==> config.mk <==
export PLATFORM = sky130hd
export DESIGN_NAME = sprite_renderer_flat
export DESIGN_NICKNAME = d
export VERILOG_FILES = /design/src/rtl/sprite_pkg.sv /design/src/rtl/sprite_renderer_if.sv /design/src/rtl/sprite_bitmap.sv /design/src/rtl/sprite_renderer.sv /design/src/flat_wrapper.sv
export SDC_FILE = /design/constraint.sdc
export NUM_CORES = 1
export LEC_CHECK = 0
export ABC_AREA = 1
export BUFFER_PORTS_ARGS = -buffer_cell sky130_fd_sc_hd__buf_2
export CAP_MARGIN = 20
export CORE_MARGIN = 2
export CORE_UTILIZATION = 50
export DETAILED_ROUTE_END_ITERATION = 16
export PLACE_DENSITY = 0.66
export SYNTH_ARGS = -nofsm -noshare
export SYNTH_HDL_FRONTEND = slang
export SYNTH_HIERARCHICAL = 1
export SYNTH_SLANG_ARGS = --single-unit
==> constraint.sdc <==
create_clock -name clk -period 10.37 [get_ports clk]
set_input_delay 0 -clock clk [delete_from_list [all_inputs] [get_ports clk]]
set_output_delay 0 -clock clk [all_outputs]
set_load 0.01 [all_outputs]
==> src/rtl/sprite_pkg.sv <==
// Shared types and default geometry for the sprite renderer.
// Latency: n/a (declarations only).
// Backpressure: n/a.
package sprite_pkg;

    localparam int SPRITE_W_DEF   = 12;
    localparam int SPRITE_H_DEF   = 12;
    localparam int SCALE_LOG2_DEF = 2;
    localparam int POS_SHIFT_DEF  = 2;

    localparam int SPRITE_N = SPRITE_W_DEF * SPRITE_H_DEF;
    localparam int SUB_MAX  = (1 << SCALE_LOG2_DEF) - 1;

    typedef enum logic [1:0] {
        V_WAIT,
        V_DRAW,
        V_DONE
    } v_state_t;

    typedef enum logic {
        H_IDLE,
        H_DRAW
    } h_state_t;

endpackage

==> src/rtl/sprite_renderer_if.sv <==
// Bundle of SPI-side and raster-side signals between the receiver/timing and the renderer.
// Latency: n/a (wiring only).
// Backpressure: none; all strobes are single-cycle pulses.
interface sprite_renderer_if;

    logic       spi_sprite_shift;
    logic       spi_mosi_sync;
    logic       shift_x;
    logic       shift_y;
    logic       mirror_x;
    logic       mirror_y;
    logic [9:0] counter_h;
    logic [9:0] counter_v;
    logic       frame_start;
    logic       sprite_data;
    logic       sprite_pixel;
    logic [7:0] sprite_x;
    logic [7:0] sprite_y;

    modport master (
        output spi_sprite_shift, spi_mosi_sync, shift_x, shift_y,
        output mirror_x, mirror_y, counter_h, counter_v, frame_start,
        input  sprite_data, sprite_pixel, sprite_x, sprite_y
    );

    modport slave (
        input  spi_sprite_shift, spi_mosi_sync, shift_x, shift_y,
        input  mirror_x, mirror_y, counter_h, counter_v, frame_start,
        output sprite_data, sprite_pixel, sprite_x, sprite_y
    );

endinterface

==> src/rtl/sprite_bitmap.sv <==
// Sprite bitmap: N-bit serial-in/serial-out shift register with a combinational random read port.
// Latency: shift takes effect on the next edge; read port is combinational.
// Backpressure: none; a shift is accepted every cycle it is pulsed.
module sprite_bitmap
    import sprite_pkg::*;
#(
    parameter int           N    = SPRITE_N,
    parameter logic [N-1:0] INIT = '0
) (
    input  logic                 clk,
    input  logic                 reset_n,
    input  logic                 shift_en,
    input  logic                 shift_dat,
    input  logic [$clog2(N)-1:0] rd_idx,
    output logic                 rd_dat,
    output logic                 ser_dat
);

    logic [N-1:0] bits;

    // New bits enter at the top so the first bit sent ends up at pixel (0,0) after N shifts.
    always_ff @(posedge clk or negedge reset_n) begin
        if (!reset_n) begin
            bits <= INIT;
        end else if (shift_en) begin
            bits <= {shift_dat, bits[N-1:1]};
        end
    end

    assign rd_dat  = bits[rd_idx];
    assign ser_dat = bits[0];

endmodule

==> src/rtl/sprite_renderer.sv <==
// Sprite renderer: double-buffered position, raster-walking FSMs, registered per-pixel hit.
// Latency: sprite_pixel is 1 cycle after the counter_h value it belongs to.
// Backpressure: none; follows the raster every cycle.
module sprite_renderer
    import sprite_pkg::*;
#(
    parameter int                               SPRITE_W       = SPRITE_W_DEF,
    parameter int                               SPRITE_H       = SPRITE_H_DEF,
    parameter int                               SCALE_LOG2     = SCALE_LOG2_DEF,
    parameter int                               POS_SHIFT      = POS_SHIFT_DEF,
    parameter logic [SPRITE_W*SPRITE_H-1:0]     SPRITE_DEFAULT = '0,
    parameter logic [7:0]                       X_DEFAULT      = 8'd0,
    parameter logic [7:0]                       Y_DEFAULT      = 8'd0
) (
    input logic               clk,
    input logic               reset_n,
    sprite_renderer_if.slave  bus
);

    localparam int N  = SPRITE_W * SPRITE_H;
    localparam int IW = $clog2(N);
    localparam int CW = $clog2(SPRITE_W);
    localparam int RW = $clog2(SPRITE_H);
    localparam int SW = (SCALE_LOG2 > 0) ? SCALE_LOG2 : 1;

    localparam logic [SW-1:0] SMAX     = SW'((1 << SCALE_LOG2) - 1);
    localparam logic [CW-1:0] COL_LAST = CW'(SPRITE_W - 1);
    localparam logic [RW-1:0] ROW_LAST = RW'(SPRITE_H - 1);

    logic [7:0] shadow_x, shadow_y, act_x, act_y;
    logic [9:0] x0, y0;
    logic       line_evt;

    v_state_t   v_state, v_nxt;
    logic [RW-1:0] row, row_nxt;
    logic [SW-1:0] rsub, rsub_nxt;

    h_state_t   h_state, h_nxt;
    logic [CW-1:0] col, col_cur, col_nxt;
    logic [SW-1:0] csub, csub_cur, csub_nxt;
    logic       h_start, h_active;

    logic [CW-1:0] c_idx;
    logic [RW-1:0] r_idx;
    logic [IW-1:0] bit_idx;
    logic          bm_bit;
    logic          pixel_q;

    // Shadow registers take serial MSB-first writes; frame_start commits the pre-shift shadow.
    always_ff @(posedge clk or negedge reset_n) begin
        if (!reset_n) begin
            shadow_x <= X_DEFAULT;
            shadow_y <= Y_DEFAULT;
            act_x    <= X_DEFAULT;
            act_y    <= Y_DEFAULT;
        end else begin
            if (bus.frame_start) begin
                act_x <= shadow_x;
                act_y <= shadow_y;
            end
            if (bus.shift_x) shadow_x <= {shadow_x[6:0], bus.spi_mosi_sync};
            if (bus.shift_y) shadow_y <= {shadow_y[6:0], bus.spi_mosi_sync};
        end
    end

    assign x0       = {2'b00, act_x} << POS_SHIFT;
    assign y0       = {2'b00, act_y} << POS_SHIFT;
    assign line_evt = (bus.counter_h == 10'd0);

    // Vertical next state; it is also the view of the line that begins this cycle, so x0==0 draws at once.
    always_comb begin
        v_nxt    = v_state;
        row_nxt  = row;
        rsub_nxt = rsub;
        if (bus.frame_start) begin
            v_nxt    = V_WAIT;
            row_nxt  = '0;
            rsub_nxt = '0;
        end else if (line_evt) begin
            case (v_state)
                V_WAIT: begin
                    if (bus.counter_v == y0) begin
                        v_nxt    = V_DRAW;
                        row_nxt  = '0;
                        rsub_nxt = '0;
                    end
                end
                V_DRAW: begin
                    if (rsub == SMAX) begin
                        rsub_nxt = '0;
                        if (row == ROW_LAST) v_nxt = V_DONE;
                        else                 row_nxt = row + 1'b1;
                    end else begin
                        rsub_nxt = rsub + 1'b1;
                    end
                end
                default: ;
            endcase
        end
    end

    // Horizontal walk: col/csub describe the pixel drawn in the current cycle; a line event clips any overrun.
    always_comb begin
        h_start  = (v_nxt == V_DRAW) && (bus.counter_h == x0);
        h_active = h_start || ((h_state == H_DRAW) && !line_evt);
        col_cur  = h_start ? '0 : col;
        csub_cur = h_start ? '0 : csub;
        h_nxt    = H_IDLE;
        col_nxt  = col_cur;
        csub_nxt = csub_cur;
        if (h_active) begin
            h_nxt = H_DRAW;
            if (csub_cur == SMAX) begin
                csub_nxt = '0;
                if (col_cur == COL_LAST) h_nxt = H_IDLE;
                else                     col_nxt = col_cur + 1'b1;
            end else begin
                csub_nxt = csub_cur + 1'b1;
            end
        end
    end

    // Both raster FSMs advance together.
    always_ff @(posedge clk or negedge reset_n) begin
        if (!reset_n) begin
            v_state <= V_DONE;
            row     <= '0;
            rsub    <= '0;
            h_state <= H_IDLE;
            col     <= '0;
            csub    <= '0;
        end else begin
            v_state <= v_nxt;
            row     <= row_nxt;
            rsub    <= rsub_nxt;
            h_state <= h_nxt;
            col     <= col_nxt;
            csub    <= csub_nxt;
        end
    end

    // Mirrored bitmap index; the multiply is by a constant so it folds into adders.
    always_comb begin
        c_idx   = bus.mirror_x ? (COL_LAST - col_cur) : col_cur;
        r_idx   = bus.mirror_y ? (ROW_LAST - row_nxt) : row_nxt;
        bit_idx = IW'(r_idx) * IW'(SPRITE_W) + IW'(c_idx);
    end

    sprite_bitmap #(
        .N    (N),
        .INIT (SPRITE_DEFAULT)
    ) u_bitmap (
        .clk       (clk),
        .reset_n   (reset_n),
        .shift_en  (bus.spi_sprite_shift),
        .shift_dat (bus.spi_mosi_sync),
        .rd_idx    (bit_idx),
        .rd_dat    (bm_bit),
        .ser_dat   (bus.sprite_data)
    );

    // Registered hit for the colour mux.
    always_ff @(posedge clk or negedge reset_n) begin
        if (!reset_n) pixel_q <= 1'b0;
        else          pixel_q <= h_active && (v_nxt == V_DRAW) && bm_bit;
    end

    assign bus.sprite_pixel = pixel_q;
    assign bus.sprite_x     = act_x;
    assign bus.sprite_y     = act_y;

endmodule

==> src/flat_wrapper.sv <==
// flat-port wrapper written by rule: the top's interface ports become plain ports
module sprite_renderer_flat import sprite_pkg::*;
#(
    parameter int                               SPRITE_W       = SPRITE_W_DEF,
    parameter int                               SPRITE_H       = SPRITE_H_DEF,
    parameter int                               SCALE_LOG2     = SCALE_LOG2_DEF,
    parameter int                               POS_SHIFT      = POS_SHIFT_DEF,
    parameter logic [SPRITE_W*SPRITE_H-1:0]     SPRITE_DEFAULT = '0,
    parameter logic [7:0]                       X_DEFAULT      = 8'd0,
    parameter logic [7:0]                       Y_DEFAULT      = 8'd0
)
  (clk, reset_n, bus_spi_sprite_shift, bus_spi_mosi_sync, bus_shift_x, bus_shift_y, bus_mirror_x, bus_mirror_y, bus_counter_h, bus_counter_v, bus_frame_start, bus_sprite_data, bus_sprite_pixel, bus_sprite_x, bus_sprite_y);
  sprite_renderer_if bus_i ();
  input logic clk;
  input logic reset_n;
  input wire logic [$bits(bus_i.spi_sprite_shift)-1:0] bus_spi_sprite_shift;
  input wire logic [$bits(bus_i.spi_mosi_sync)-1:0] bus_spi_mosi_sync;
  input wire logic [$bits(bus_i.shift_x)-1:0] bus_shift_x;
  input wire logic [$bits(bus_i.shift_y)-1:0] bus_shift_y;
  input wire logic [$bits(bus_i.mirror_x)-1:0] bus_mirror_x;
  input wire logic [$bits(bus_i.mirror_y)-1:0] bus_mirror_y;
  input wire logic [$bits(bus_i.counter_h)-1:0] bus_counter_h;
  input wire logic [$bits(bus_i.counter_v)-1:0] bus_counter_v;
  input wire logic [$bits(bus_i.frame_start)-1:0] bus_frame_start;
  output wire logic [$bits(bus_i.sprite_data)-1:0] bus_sprite_data;
  output wire logic [$bits(bus_i.sprite_pixel)-1:0] bus_sprite_pixel;
  output wire logic [$bits(bus_i.sprite_x)-1:0] bus_sprite_x;
  output wire logic [$bits(bus_i.sprite_y)-1:0] bus_sprite_y;
  assign bus_i.spi_sprite_shift = bus_spi_sprite_shift;
  assign bus_i.spi_mosi_sync = bus_spi_mosi_sync;
  assign bus_i.shift_x = bus_shift_x;
  assign bus_i.shift_y = bus_shift_y;
  assign bus_i.mirror_x = bus_mirror_x;
  assign bus_i.mirror_y = bus_mirror_y;
  assign bus_i.counter_h = bus_counter_h;
  assign bus_i.counter_v = bus_counter_v;
  assign bus_i.frame_start = bus_frame_start;
  assign bus_sprite_data = bus_i.sprite_data;
  assign bus_sprite_pixel = bus_i.sprite_pixel;
  assign bus_sprite_x = bus_i.sprite_x;
  assign bus_sprite_y = bus_i.sprite_y;
  sprite_renderer #(.SPRITE_W(SPRITE_W), .SPRITE_H(SPRITE_H), .SCALE_LOG2(SCALE_LOG2), .POS_SHIFT(POS_SHIFT), .SPRITE_DEFAULT(SPRITE_DEFAULT), .X_DEFAULT(X_DEFAULT), .Y_DEFAULT(Y_DEFAULT)) u_core (.clk(clk), .reset_n(reset_n), .bus(bus_i));
endmodule
## After elaboration in Yosys (flattened, before gate mapping)

Cells that the tools add are included.

- Flip-flop bits (word level): 192
- Word-level logic and storage cells: 72

- Add/subtract/negate cells: 7
- $mul: 1
- $lt $le $gt $ge: 1
- Eq/ne operators: 9
- Mux-type cells: 31
- Reduce and logical (&&, ||, !) cells: 11

Operator list:

| operator | number |
|---|---|
| $mux W4 | 11 |
| $mux W2 | 12 |
| $eq A10 B10 Y1 | 2 |
| $logic_not A10 Y1 | 1 |
| $lt A8 B9 Y1 const B | 1 |
| $add A4 B1 Y4 const B | 2 |
| $add A8 B4 Y8 | 1 |
| $bmux W1 S8 | 1 |
| $eq A4 B4 Y1 const B | 2 |
| $pmux W2 S2 | 2 |
| $pmux W4 S2 | 1 |
| $sub A4 B4 Y4 const A | 2 |
| $mul A4 B2 Y6 const B | 1 |
| $add A2 B1 Y2 const B | 2 |
| $eq A2 B1 Y1 const B | 2 |
| $eq A2 B2 Y1 const B | 2 |
| $logic_and A1 B1 Y1 | 4 |
| $mux W1 | 4 |
| $ne A3 B2 Y1 const B | 1 |
| $reduce_and A3 Y1 | 1 |
| $reduce_bool A3 Y1 | 1 |
| $logic_not A2 Y1 | 1 |
| $reduce_bool A2 Y1 | 1 |
| $logic_not A1 Y1 | 1 |
| $logic_or A1 B1 Y1 | 1 |

## Logic depth before layout (Yosys ltp)

- Depth after elaboration: 15
- Mapped depth: 30
- Depth with buffers taken out: 30

## By module

Netlist, hierarchy kept.

Modules (own cells, without submodules):

| module | times used | cells an instance | area an instance (um^2) | seq. area each (um^2) |
|---|---|---|---|---|
| sprite_bitmap | 1 | 866 | 6812.8 | 3603.5 |
| sprite_renderer | 1 | 366 | 2776.4 | 1202.4 |

## Worst setup path before layout

Ideal clock, no wire load.

- Path kind: reg-to-reg
- Start point: reg u_core.act_y[0] (netlist: u_core/bus.sprite_y[0])
- End point: reg u_core.pixel_q (netlist: u_core/bus.sprite_pixel)
- Data arrival time: 3.305 ns
- Setup slack: 6.949 ns
- Cell stages (with the launch flop): 28
- Path buffers: 1
- Period minus slack after synthesis: 3.421 ns
- Cell sequence: dfrtp_1 > inv_1 > nand2_1 > nand2_1 > nor2_1 > nand3_1 > nor2_1 > nand2_2 > nand2_1 > nand4_4 > nand2_1 > inv_1 > ha_1 > nand2_1 > o21ai_0 > fa_1 > buf_2 > clkinv_1 > nand3_1 > nand2_1 > nand2_1 > nand2_1 > nor2_1 > nand2_1 > nand3_1 > nand2_1 > nand3_1 > nor2_1

- Cells in the longest elaborated chain, start to end: 14
- Elaborated cells between the ends (all ways): 23
- Classes of those cells: 3 x add/sub; 1 x mul; 2 x eq/ne; 13 x mux; 4 x reduce/logical

RTL lines:

| what | RTL line | text |
|---|---|---|
| start: declaration | sprite_renderer.sv:30 | `logic [7:0] shadow_x, shadow_y, act_x, act_y;` |
| start signal: assignment | sprite_renderer.sv:59 | `act_y <= shadow_y;` |
| $eq A10 B10 Y1 * | sprite_renderer.sv:82 | `if (bus.counter_v == y0) begin` |
| branches (longest 9 deep; another with $mul A4 B2 Y6) | n/a |  |
| $add A8 B4 Y8 * | sprite_renderer.sv:146 | `bit_idx = IW'(r_idx) * IW'(SPRITE_W) + IW'(c_idx);` |
| net u_core.bit_idx[3] | sprite_renderer.sv:45 | `logic [IW-1:0] bit_idx;` |
| $bmux W1 S8 * | sprite_bitmap.sv:30 | `assign rd_dat = bits[rd_idx];` |
| $mux W1 (not written as such) * | sprite_bitmap.sv:30 |  |
| net u_core.bm_bit | sprite_renderer.sv:46 | `logic bm_bit;` |
| $logic_and A1 B1 Y1 * | sprite_renderer.sv:165 | `else pixel_q <= h_active && (v_nxt == V_DRAW) && bm_bit;` |
| end signal: assignment | sprite_renderer.sv:165 |  |
| end: declaration | sprite_renderer.sv:47 | `logic pixel_q;` |

Mark *: on every way through the listed nets, which the timed path passes. The select of a mux whose other input is x is not followed.
A chain may end at the register's enable or synchronous reset.

## Final worst setup path

- Start point: reg u_core.act_y[1] (netlist: u_core/bus.sprite_y[1])
- End point: reg u_core.pixel_q (netlist: u_core/bus.sprite_pixel)

Same word-level chain as after synthesis.

==> impl_metrics.py <==
metrics = {
    "route": {
        "routed-via-count": 7634,
        "avgViaCountPerCell": 5.106,
        "drtIter0Drc": 520,
        "remaining_drc_errors": 0,
        "routed_wl_mm": 19.74,
        "drtAntennaViolNets": 0,
        "dr.pass1.iters": 5,
        "wl_per_cell_um": 13.20,
    },
    "power_and_ir_drop": {
        "power_switching_share_pct": 29.47,
        "total_power_uw": 1880,
        "switchingPower_uw": 554.0,
        "p_seq_share_pct": 48.3,
        "p_clk_share_pct": 36.0,
        "internal-power_uw": 1326,
        "combPwrFrac_pct": 15.6,
        "p_leak_uw": 0.005292,
        "ir_drop_mv": 0.1211,
        "power_per_cell_area_nw_per_um2": 177.5,
    },
    "global_routing": {
        "first_global_vias": 7184,
        "track_usage_pct": 20.88,
        "grt_max_degree": 190,
        "antenna_found_initial": 0,
        "grt_pass1_wl_mm": 34.12,
        "grt.overflow.total": 0,
    },
    "logic_synthesis": {
        "synthesis.nets": 1274,
        "synth_top_area_share_pct": 49.84,
        "ys_seq_area_share_pct": 50.12,
        "syn_area_um2": 9589,
        "synthDistinctLibCells": 36,
        "syn_avg_cell_area_um2": 7.783,
        "yosysWarnings": 6,
        "synth_area_leaders": "dfrtp_1, nand2_1, o21ai_0",
        "synth-main-ff-cell": "dfrtp_1",
        "synth_edf_count": 0,
        "ys_seq_elements": 192,
        "ys_async_sr_fraction_pct": 100.0,
        "syn-instance-count": 1232,
        "synth_top_area_cell": "dfrtp_1",
    },
    "clocking": {
        "clock-sinks": 192,
        "clkTransAtPathRegs_ns": 0.08,
        "cts_buffers": 17,
        "postCtsSetupBuffers": 0,
        "ctsResizeCount": 0,
        "worstSkewPairLatency_ns": 0.44,
        "htree_levels": 4,
        "cts_root_buffer": "clkbuf_16",
        "hold_buffers": 7,
        "cts_buffer_depth": 2,
        "cts_tree": "built",
    },
    "timing": {
        "period_share_pct": 39.77,
        "min_period_ns": 4.124,
        "setup_tns_ns": 0,
        "final-hold-violation-count": 0,
        "fin_skew_ns": 0.01406,
        "setup_viol": 0,
        "rsz0062_at_grt": "no",
        "slew_headroom_pct": 39.77,
        "clock.fmax_ghz": 0.2425,
        "worst_slew_pin_slew_ns": 0.9035,
        "finalMaxSlewViolations": 0,
    },
    "setup_path": {
        "worst_setup_path_end_kind": "flip-flop",
        "required_ns": 10.70,
        "crit_type": "reg2reg",
        "crit_slowest_cell": "fa_1",
        "arrival_ns": 4.45,
        "cp_slowest_stage_delay_ns": 0.81,
        "cpLargestDelayFamily": "simple AND/OR/NAND/NOR gates",
        "critical_path_buf_inv_count": 3,
        "critPathLaunchType": "flip-flop",
        "crit_top_cell": "nand2_1",
        "crit_path_max_fanout": 9,
    },
    "floorplan": {
        "initial_core_util_pct": 51.09,
        "die_area_um2": 20300,
        "io_pins": 47,
        "coreArea_um2": 18770,
        "die_w_um": 142.5,
        "row_count": 50,
        "chipHeight_um": 142.5,
    },
    "run": {
        "maxCapViolCount": 0,
    },
    "final_layout": {
        "fillCellCount": 1800,
        "finalNetCount": 1290,
        "syn_to_final_growth_pct": 10.48,
        "layout-drive-gt1-share_pct": 8.406,
        "multi_input_area_um2": 3874,
        "ff_latch_area_um2": 4806,
        "antenna_cells": 0,
        "final_util_pct": 56.45,
    },
    "place": {
        "gp_congestion": 0.8227,
        "portBuffers": 46,
        "hpwl_mm": 12.34,
    },
    "worst_hold_path": {
        "worst_hold_path_type": "in2reg",
    },
    "outcome": {
        "status": "completed",
    },
}
path summary, 6_finish.rpt:
check	start	to	slack, ns	cells after the start
max in group asynchronous	reset_n	u_core/u_bitmap/bits[85]$_DFFE_PN0P_	8.27	4
hold reg to reg	u_core/u_bitmap/bits[95]$_DFFE_PN0P_	u_core/u_bitmap/bits[94]$_DFFE_PN0P_	0.47	2
setup reg to reg	u_core/bus.sprite_y[1]$_DFFE_PN0P_	u_core/bus.sprite_pixel$_DFF_PN0_	6.25	26
setup / recovery	u_core/bus.sprite_y[1]$_DFFE_PN0P_	u_core/bus.sprite_pixel$_DFF_PN0_	6.25	26
hold / removal	bus_counter_v[5]	u_core/v_state[0]$_DFF_PN0_	0.13	6
min in group asynchronous	reset_n	u_core/bus.sprite_y[5]$_DFFE_PN0P_	0.15	2
layout by cell type (no fill, tap or decap), types with 5 or more instances in the layout:
cell type / n
nand2_2: 6
nand3_1: 104
xor2_1: 6
xnor2_1: 7
ha_1: 11
o21ai_1: 11
nand2_1: 313
buf_4: 6
o211ai_1: 5
clkbuf_16: 17
dlygate4sd3_1: 8
inv_1: 158
nor2_1: 93
buf_2: 44
dfrtp_1: 191
o21ai_0: 149
a21oi_1: 84
routing by layer:
metal	track usage [%]	up-vias	part of all wire [%]
li1	-	3942	-
met1	29.15	3561	49
met2	33.70	120	47
met3	3.701	11	3.3
met4	5.941	0	0.86
met5	0	-	0
registers in the layout, indices dropped and copies added (netlist names), 4 cells and up:
signal / cells
u_core/u_bitmap/bits: 144
u_core/bus.sprite_x: 8
u_core/bus.sprite_y: 8
u_core/shadow_x: 8
u_core/shadow_y: 8
u_core/col: 4
u_core/row: 4
logic make-up after synthesis:
kind of cell / synth area share, %
compound gates: 13.62
xor+xnor: 1.370
fa+ha+maj: 1.853
buf+inv: 9.877
flops: 50.12
mux: 0.2218
simple gates: 22.94
metrics by stage:
stage	cell area [µm²]	setup WS [ns]	cells	hold slack [ns]
floorplan	9589	6.949	1232	-0.2956
global placement	9873	6.362	1454	0.07184
detailed placement	9873	6.255	1454	0.06797
CTS	10560	6.196	1493	0.1158
global route	10590	5.762	1495	0.1285
finish	10590	6.246	1495	0.1333
cells in the mapped netlist (3+ instances only):
library cell  number
nand2_2            6
o21ai_0          149
buf_6              4
inv_1            158
dfrtp_1          191
nand2_1          313
buf_4              7
xnor2_1            7
nand3_1          104
nand4_1            3
xor2_1             8
nand3_2            3
buf_2             32
nor2_1            93
a21oi_1           84
o211ai_1           5
ha_1              11
clkbuf_1          21
o21ai_1           11
power by group through the flow:
stage	Sequential, µW	Combinational [µW]	Clock [µW]
2_1_floorplan	913	209	0
3_3_place_gp	920	285	0
3_5_place_dp	922	291	0
4_1_cts	909	296	694
5_1_grt	922	345	723
6_report	909	294	678
worst register-to-register path: cells and delay by family, from the launching register on:
kind	cells	cell delay [ns]
and+or+nand+nor	20	1.94
buffers and inverters	3	0.48
AOI/OAI and AO/OA	1	0.15
DFF	1	0.36
adders and majority gates	2	1.08
final cells by class:
class | count | area share, %
clock inverter | 14 | 1.642
multi-input combinational | 814 | 36.57
tap | 234 | 2.764
sequential | 192 | 45.36
timing repair buffer | 61 | 3.756
inverter | 162 | 5.764
clock buffer | 18 | 4.146
Power figures use the tool's default switching activity.
